===== src/rtl/tamagotchi_button_conditioner.sv =====
// Button front end for the tamagotchi FSM: synchronises and debounces six raw buttons,
// emits press pulses for the need buttons, and levels plus seconds-held counters for reset/test.
module tamagotchi_button_conditioner #(
    parameter int CLK_HZ          = 50000000,
    parameter int DEBOUNCE_CYCLES = 1000000,
    parameter int HOLD_SECONDS    = 5,
    parameter int RAW_ACTIVE_LOW  = 1
) (
    input  logic       clk,
    input  logic       reset,
    input  logic [5:0] raw_btn,
    output logic       btn_salud,
    output logic       btn_energia,
    output logic       btn_hambre,
    output logic       btn_diversion,
    output logic       btn_reset,
    output logic       btn_test,
    output logic [2:0] count_reset,
    output logic [2:0] count_test
);

    localparam int DW = $clog2(DEBOUNCE_CYCLES + 1);
    localparam int PW = (CLK_HZ > 1) ? $clog2(CLK_HZ) : 1;
    localparam logic [DW-1:0] DEB_LAST = DW'(DEBOUNCE_CYCLES - 1);
    localparam logic [PW-1:0] PRE_LAST = PW'(CLK_HZ - 1);
    localparam logic [2:0]    HOLD_MAX = 3'(HOLD_SECONDS);

    logic [5:0]    w_pressed;
    logic [5:0]    r_sync1;
    logic [5:0]    r_sync2;
    logic [5:0]    r_deb;
    logic [DW-1:0] r_deb_cnt [6];
    logic [3:0]    r_deb_q;
    logic [3:0]    r_pulse;
    logic [1:0]    r_level;
    logic [PW-1:0] r_presc [2];
    logic [2:0]    r_hold  [2];

    // Internally 1 always means pressed, so reset values double as the released state.
    assign w_pressed = (RAW_ACTIVE_LOW != 0) ? ~raw_btn : raw_btn;

    always_ff @(posedge clk) begin
        if (reset) begin
            r_sync1 <= '0;
            r_sync2 <= '0;
        end else begin
            r_sync1 <= w_pressed;
            r_sync2 <= r_sync1;
        end
    end

    always_ff @(posedge clk) begin
        if (reset) begin
            r_deb <= '0;
            for (int i = 0; i < 6; i++) begin
                r_deb_cnt[i] <= '0;
            end
        end else begin
            for (int i = 0; i < 6; i++) begin
                if (r_sync2[i] == r_deb[i]) begin
                    r_deb_cnt[i] <= '0;
                end else if (r_deb_cnt[i] == DEB_LAST) begin
                    r_deb[i]     <= r_sync2[i];
                    r_deb_cnt[i] <= '0;
                end else begin
                    r_deb_cnt[i] <= r_deb_cnt[i] + DW'(1);
                end
            end
        end
    end

    always_ff @(posedge clk) begin
        if (reset) begin
            r_deb_q <= '0;
            r_pulse <= '0;
            r_level <= '0;
        end else begin
            r_deb_q <= r_deb[3:0];
            r_pulse <= r_deb[3:0] & ~r_deb_q;
            r_level <= r_deb[5:4];
        end
    end

    // Counting is gated by the registered level so the first second ends exactly
    // CLK_HZ cycles after btn_reset/btn_test rises, while clearing follows deb so the
    // count drops on the same cycle as the level.
    always_ff @(posedge clk) begin
        if (reset) begin
            for (int j = 0; j < 2; j++) begin
                r_presc[j] <= '0;
                r_hold[j]  <= '0;
            end
        end else begin
            for (int j = 0; j < 2; j++) begin
                if (!r_deb[4+j]) begin
                    r_presc[j] <= '0;
                    r_hold[j]  <= '0;
                end else if (r_level[j]) begin
                    if (r_presc[j] == PRE_LAST) begin
                        r_presc[j] <= '0;
                        if (r_hold[j] != HOLD_MAX) begin
                            r_hold[j] <= r_hold[j] + 3'd1;
                        end
                    end else begin
                        r_presc[j] <= r_presc[j] + PW'(1);
                    end
                end
            end
        end
    end

    assign btn_salud     = r_pulse[0];
    assign btn_energia   = r_pulse[1];
    assign btn_hambre    = r_pulse[2];
    assign btn_diversion = r_pulse[3];
    assign btn_reset     = r_level[0];
    assign btn_test      = r_level[1];
    assign count_reset   = r_hold[0];
    assign count_test    = r_hold[1];

endmodule


===== config.mk =====
export PLATFORM = sky130hd
export DESIGN_NAME = tamagotchi_button_conditioner
export DESIGN_NICKNAME = d
export VERILOG_FILES = /design/src/rtl/tamagotchi_button_conditioner.sv
export SDC_FILE = /design/constraint.sdc
export NUM_CORES = 1
export LEC_CHECK = 0
export CAP_MARGIN = 20
export CORE_UTILIZATION = 40
export DETAILED_ROUTE_END_ITERATION = 12
export SLEW_MARGIN = 40
export SYNTH_ARGS = -nofsm -noshare
export SYNTH_HDL_FRONTEND = slang
export SYNTH_SLANG_ARGS = --single-unit

===== constraint.sdc =====
create_clock -name clk -period 2.55 [get_ports clk]
set_clock_uncertainty 0.05 [all_clocks]
set_input_delay 0.765 -clock clk [delete_from_list [all_inputs] [get_ports clk]]
set_output_delay 0.765 -clock clk [all_outputs]
set_load 0.005 [all_outputs]

---- Word-level counts from Yosys, hierarchy flattened ----
Memories as Yosys holds them, arrays and structs flattened.
Cells that the tools add are included.
storage, ports and cells
  flip-flop bits (word level) ............. 28
  memories kept ........................... 3
  memory bits (writable) .................. 178
memories
  name       words  width  rd ports  clocked after Yosys merged registers in  write ports  line  source
  r_deb_cnt  6      20     6         0                                        6            32    logic [DW-1:0] r_deb_cnt [6];
  r_presc    2      26     2         0                                        2            36    logic [PW-1:0] r_presc [2];
  r_hold     2      3      2         0                                        2            37    logic [2:0] r_hold [2];
operators by class
  muxes and demuxes ....................... 134
  equal/unequal tests ..................... 16
  reduce and logical (&&, ||, !) cells .... 6
  add/sub/neg operators ................... 10
  bitwise operators ....................... 37
operator list
  kind                   count
  $mux 20                18
  $mux 26                6
  $add 20x1->20 const B  6
  $eq 20x20->1 const B   6
  $mux 1                 106
  $add 26x1->26 const B  2
  $eq 26x26->1 const B   2
  $or 1x1->1             28
  $mux 3                 4
  $reduce_and 2->1       6
  $add 3x1->3 const B    2
  $eq 1x1->1             6
  $ne 3x3->1 const B     2
  $not 1->1              6
  $not 6->6              1
  $and 4x4->4            1
  $not 4->4              1

---- Depth between registers and ports, before layout ----
Gate-level depths: netlist of run 1.
  depth in word-level cells ............... 8
  mapped depth ............................ 7

---- Worst setup path after synthesis of run 1 ----
No wires, ideal clock.
  path type ............................... register to register
  start point ............................. memory r_presc[0][8] (netlist name)
  end point ............................... memory r_hold[0][0], enable pin
  path slack .............................. 0.269 ns
  setup time .............................. 0.344 ns
  path buffers ............................ 0
  clock period less this slack ............ 2.281 ns
  cell stages (with the launch flop) ...... 5
  arrival time ............................ 1.887 ns
  required time ........................... 2.156 ns
  cells stage by stage .................... edfxtp_1 -> or4b_2 -> nor4_1 -> nand3_1 -> o21ai_0
RTL lines
  item                line
  start: declaration  36
  end: declaration    37

==> results of run 1 <==
[metrics by stage]
stage / power [mW] / setup WS (ns) / utilization / std cells / hold slack (ns)
4_1_cts: 7.40 / 0.0930 / 0.481 / 1528 / 0.333
5_1_grt: 7.56 / 0.0298 / 0.481 / 1528 / 0.345
6_report: 7.28 / 0.181 / 0.481 / 1528 / 0.331
2_1_floorplan: 4.02 / 0.269 / - / 1139 / 0.317
3_5_place_dp: 4.09 / 0.114 / 0.452 / 1484 / 0.324
3_3_place_gp: 4.09 / 0.178 / 0.452 / 1484 / 0.323
[cell usage in the layout (no fill, tap or decap), types with 16 or more instances in the layout]
cell,Yosys,layout
nor2b_1,16,16
or3_1,49,49
clkdlybuf4s50_1,0,18
nand4_1,38,38
conb_1,1,120
xnor2_1,58,58
clkbuf_16,0,25
edfxtp_1,178,178
nand3_1,64,64
o31ai_1,22,22
nand2_1,47,47
a21oi_1,68,68
nor4_1,18,18
inv_1,37,37
xor2_1,44,44
dfxtp_1,28,28
or4_1,38,38
buf_4,3,21
o21ai_0,45,44
nor2_1,136,136
[kinds of logic after synthesis]
| kind of cell | after synthesis | share of synthesized area |
|---|---|---|
| AO/OA/AOI/OAI | 144 | 0.0749 |
| XOR/XNOR | 102 | 0.0834 |
| buffers and inverters | 71 | 0.0297 |
| multiplexers | 1 | 0.000935 |
| flip-flops | 206 | 0.551 |
| AND/OR/NAND/NOR | 483 | 0.245 |
| other | 1 | 0.000350 |
| adder cells (fa/ha/maj) | 12 | 0.0140 |
[repair_timing]
action                     4_1_cts  5_1_grt
buffers inserted                 0        0
setup endpoints to repair        0        3
gates resized for setup          0        1
[worst max-delay path by stage]
| stage | startpoint | to | slack, ns | cells past startpoint |
|---|---|---|---|---|
| 6_report | r_presc[1][7] | r_presc[1][25] | 0.18 | 5 |
| 2_1_floorplan | r_presc[0][8] | r_hold[0][0] | 0.27 | 4 |
| 4_1_cts | r_presc[0][8] | r_hold[0][2] | 0.09 | 4 |
| 3_5_place_dp | r_presc[0][8] | r_hold[0][2] | 0.11 | 4 |
| 5_1_grt | r_presc[0][8] | r_hold[0][2] | 0.03 | 4 |
| 3_3_place_gp | r_presc[1][7] | r_presc[1][19] | 0.18 | 5 |
[critical path, cell delays in order, from the launching register on]
cell and delay, ns:
edfxtp_1 0.45, or4b_2 0.68, nor4_1 0.41, a21o_2 0.28
buf_4 0.19, a21oi_1 0.05
[power groups by stage]
stage	Combinational (mW)	Clock [mW]	Sequential, mW
after floorplan	0.153	0	3.87
after global placement	0.195	0	3.89
after detailed placement	0.197	0	3.89
after CTS	0.198	3.37	3.82
after global routing	0.236	3.49	3.84
final	0.201	3.26	3.82
[cell type report]
class                   instances  share of cell area
clock buffers                  35              0.0543
clock inverters                 9             0.00528
inverters                      37              0.0110
multi-input cells             862               0.393
flip-flops and latches        206               0.470
well taps                     335              0.0333
repair buffers                 44              0.0336
[per-layer routing]
layer | wire length, um | up-vias
met1 | 9310 | 3632
met2 | 8800 | 95
met5 | 0 | -
met4 | 390 | 0
met3 | 682 | 29
li1 | - | 3995
[flip-flops by register name, indices dropped and copies added, names as in the netlist]
signal,flops
r_sync1,6
r_hold,6
r_pulse,4
r_sync2,6
r_presc,52
r_deb_q,4
r_level,2
r_deb_cnt,120
r_deb,6
==> results.ini, run 1 <==
[sta]
finalSetupViolCount = 0
hold_viol = 0
rsz0062_at_grt = no
finalCriticalPeriod_ns = 2.37
fmax_mhz = 422
final.setup.tns_ns = 0
min_period_over_period = 0.929
report.final.slew_viol_count = 0

[global_routing]
grt_pass1_wl_um = 33100
grt_pass1_vias = 7231
use_met3 = 0.0217
antenna_found_initial = 0
grt_max_degree = 27
met2_usage = 0.236
grt_usage = 0.141
grt_remaining_overflow = 0
top_usage_layer = met2
met1_usage = 0.187

[worst_setup_path]
arrival_ns = 2.56
ff2ff_path_depth = 5
worst-setup-path-type = reg2reg
r2r_end = r_presc[1][25]
cp_max_fo = 8
r2r-start = r_presc[1][7]
cp-start-kind = flip-flop
r2r_slack_ns = 0.18
worstPathRequired_ns = 2.74
cp-end-kind = flip-flop

[floorplanning]
die_x_um = 166
boundaryPins = 20
fp-row-count = 59
dieArea_sq_um = 27400
core_area_sq_um = 26100
start_util = 0.410
die_h_um = 166

[pwr]
switching_share = 0.208
leakagePower_nw = 4.16
p_switching_mw = 1.52
combPwrFrac = 0.028
seq_power_share = 0.525
p_per_area_nw_per_um2 = 579
peakVddDrop_uv = 346
p_int_mw = 5.77
p_clk_frac = 0.448

[clocking]
clk_path_buf_depth = 3
cts-root-buf = clkbuf_16
cts_tree = built
cts_buffers = 24
clk_latency_ns = 0.51
htreeDepth = 1
clk_pin_slew_ns = 0.06
cts_sinks = 206
hold_buffers = 0

[placed_design]
port_buffers = 19
placed_area_sq_um = 11800
place_hpwl_um = 13300
place.gp.congestion = 0.779

[synth]
yosys.area.top_type_share = 0.499
yosys-top-cells-count = edfxtp_1, nor2_1, a21oi_1, nand3_1, xnor2_1
synth-async-reset-ratio = 0
synth_warnings = 0
yosysTopAreaCell = edfxtp_1
yosysMostFrequentCell = edfxtp_1
synth.distinct_cells = 47
synthTopCellsByArea = edfxtp_1, dfxtp_1, nor2_1
ys_ff_latch = 206
syn_avg_cell_area_sq_um = 10.5
synth_enable_flop_cells = 178
seq_area_frac_synth = 0.551
synthFlopType = edfxtp_1
syn_area_sq_um = 10700
netlist_instances = 1020

[routing]
vias = 7751
wirelength_um = 19200
first_pass_iters = 8
avgViaCountPerCell = 5.07
ant_nets = 0
drtIter0Drc = 347
drc = 2
wire_per_inst_um = 12.6

[final_layout]
nNetsFinal = 1195
final_area_sq_um = 12600
area_delta_synth_final_pct = 17.4
fillers = 2433
insertedDiodeCount = 0
multi_input_area_sq_um = 4930
post_route_cells_drive_above_1_share = 0.0595
regArea_sq_um = 5910

[job]
cap_viol_max_count = 0

[min_path]
hold_start = r_deb_q[0]
hold_end = r_pulse[0]
worstHoldPathCells = 1
worstHoldPathType = reg2reg

[status]
violations = design-rule violations
status = finished with violations

No activity file was read; power rests on OpenSTA's default activity.
==> run 2: changes to the inputs <==
--- a/config.mk
+++ b/config.mk
@@ -6,6 +6,7 @@
 export NUM_CORES = 1
 export LEC_CHECK = 0
 export CAP_MARGIN = 20
+export CORE_MARGIN = 2
 export CORE_UTILIZATION = 40
 export DETAILED_ROUTE_END_ITERATION = 12
 export SLEW_MARGIN = 40
==> results.ini, run 2 (synthesis results as in run 1) <==
[floorplanning]
die_h_um = 168  ; was 166 um
fp-row-count = 59  ; unchanged
die_x_um = 168  ; was 166 um
start_util = 0.409  ; was 0.410
dieArea_sq_um = 28100  ; was 27400 sq um
core_area_sq_um = 26200  ; was 26100 sq um
boundaryPins = 20  ; unchanged

[worst_setup_path]
cp-end-kind = flip-flop  ; unchanged
cp-start-kind = flip-flop  ; unchanged
max_stage_delay_ns = 0.56  ; was 0.68 ns
r2r_end = r_deb_cnt[5][7]  ; was r_presc[1][25]
cp_max_fo = 20  ; was 8
slowest_stage = or4_1  ; was or4b_2
ff2ff_path_depth = 5  ; unchanged
path_cells = or4_1 -> or4_1 -> o21ai_1 -> buf_4 -> nor2_1  ; was or4b_2 -> nor4_1 -> a21o_2 -> buf_4 -> a21oi_1
cp_top_family = simple AND/OR/NAND/NOR gates  ; unchanged
worstPathRequired_ns = 2.75  ; was 2.74 ns
r2r-start = r_deb_cnt[5][6]  ; was r_presc[1][7]
worst-setup-path-type = reg2reg  ; unchanged
crit_buf_inv = 1  ; unchanged
crit_path_frequent_cell = or4_1
arrival_ns = 2.53  ; was 2.56 ns
r2r_slack_ns = 0.22  ; was 0.18 ns

[placed_design]
port_buffers = 19  ; unchanged
place_hpwl_um = 13200  ; was 13300 um
pre_cts_slack_ns = 0.0983  ; was 0.114 ns
place.gp.congestion = 0.768  ; was 0.779

[status]
status = finished clean  ; was finished with violations

[min_path]
hold_start = r_deb_q[3]  ; was r_deb_q[0]
hold_end = r_pulse[3]  ; was r_pulse[0]
worstHoldPathType = reg2reg  ; unchanged
worstHoldPathCells = 1  ; unchanged

[clocking]
cts_tree = built  ; unchanged
cts-root-buf = clkbuf_16  ; unchanged
clk_path_buf_depth = 3  ; unchanged
clk_latency_ns = 0.52  ; was 0.51 ns
cts_sinks = 206  ; unchanged
clk_pin_slew_ns = 0.06  ; about the same
htreeDepth = 1  ; unchanged
cts_buffers = 25  ; was 24

[final_layout]
insertedDiodeCount = 0  ; unchanged
top_regs = r_deb_cnt: 120 flops, r_presc: 52 flops  ; unchanged
area_delta_synth_final_pct = 16.9  ; was 17.4%
final_common_cell = edfxtp_1  ; unchanged
largest_register_ffs = 120  ; unchanged
nNetsFinal = 1195  ; unchanged
largest-register = r_deb_cnt  ; unchanged
mostFrequentLayoutCells = edfxtp_1, nor2_1, conb_1, a21oi_1, nand3_1  ; unchanged
post_route_cells_drive_above_1_share = 0.0620  ; was 0.0595

[pwr]
peakVddDrop_uv = 409  ; was 346 uV
p_per_area_nw_per_um2 = 574  ; was 579 nW/um^2
leakagePower_nw = 4.13  ; was 4.16 nW

[sta]
finalSetupViolCount = 0  ; unchanged
hold_viol = 0  ; unchanged
setup_slack_ns = 0.220  ; was 0.181 ns
final.setup.tns_ns = 0  ; unchanged
hold_ws_ns = 0.333  ; was 0.331 ns
finalCriticalPeriod_ns = 2.33  ; was 2.37 ns
rsz0062_at_grt = no  ; unchanged
min_period_over_period = 0.914  ; was 0.929
fmax_mhz = 429  ; was 422 MHz
report.final.slew_viol_count = 0  ; unchanged

[routing]
met2WireLength_um = 8740  ; was 8800 um
wl_met3_um = 520  ; was 682 um
routed.top_layer = met4  ; unchanged
wire_per_inst_um = 12.5  ; was 12.6 um
met1Wirelength_um = 9450  ; was 9310 um
first_pass_iters = 5  ; was 8
drc = 0  ; was 2
wirelength_um = 19100  ; was 19200 um
drtIter0Drc = 412  ; was 347
vias = 7753  ; was 7751
avgViaCountPerCell = 5.07  ; about the same
ant_nets = 0  ; unchanged

[global_routing]
grt_remaining_overflow = 0  ; unchanged
grt_max_degree = 31  ; was 27
grt_usage = 0.139  ; was 0.141
grt_pass1_wl_um = 33500  ; was 33100 um
antenna_found_initial = 0  ; unchanged
grt_pass1_vias = 7296  ; was 7231

[job]
cap_viol_max_count = 0  ; unchanged

==> run 2: where the power goes <==
group / total (mW) / internal (mW) / switching (mW) / leakage [nW]
Sequential: 3.83 / 3.74 / 0.0895 / 2.18
Clock: 3.17 / 1.84 / 1.34 / 0.359
Combinational: 0.196 / 0.0810 / 0.115 / 1.59
Total: 7.20 / 5.65 / 1.54 / 4.13
==> run 2: worst reg2reg max path, cell delays in order, from the launching register on <==
cell and delay [ns]:
edfxtp_1 0.44, or4_1 0.53, or4_1 0.56, o21ai_1 0.14
buf_4 0.26, nor2_1 0.08
==> run 2: cell type report <==
cell class | instances | area (sq um)
flip-flops and latches | 206 | 5910
inverters | 37 | 139
repair buffers | 43 | 390
clock buffers | 35 | 673
clock inverters | 11 | 57.6
multi-input cells | 862 | 4940
well taps | 335 | 419
fillers | 2446 | 13700
==> run 2: timing repair <==
item	4_1_cts	5_1_grt
endpoints found under the setup margin	0	5
hold buffers	0	0
endpoints found under the hold margin	0	0
setup buffers	0	0
gates resized for setup	0	2
==> run 2: worst max path at each step <==
stage	cells past startpoint	from	slack, ns	to
final	5	r_deb_cnt[5][6]	0.22	r_deb_cnt[5][7]
after global routing	4	r_presc[0][9]	0.09	r_hold[0][2]
after CTS	4	r_presc[0][9]	0.04	r_hold[0][0]
after detailed placement	4	r_presc[0][9]	0.1	r_hold[0][1]
after global placement	4	r_presc[0][9]	0.18	r_hold[0][2]
after floorplan	4	r_presc[0][8]	0.27	r_hold[0][0]
==> run 2: metrics by stage <==
step | power, mW | std cells | util | cell area [sq um]
floorplan | 4.02 | 1139 | - | 11200
global placement | 4.08 | 1483 | 0.450 | 11800
detailed placement | 4.09 | 1483 | 0.450 | 11800
CTS | 7.30 | 1529 | 0.478 | 12500
global route | 7.47 | 1529 | 0.478 | 12500
finish | 7.20 | 1529 | 0.478 | 12500
==> run 2: metal layers <==
metal,track usage,vias to the layer above
met1,0.189,3646
met4,0.0397,0
li1,-,3990
met2,0.230,81
met3,0.0222,36
met5,0,-
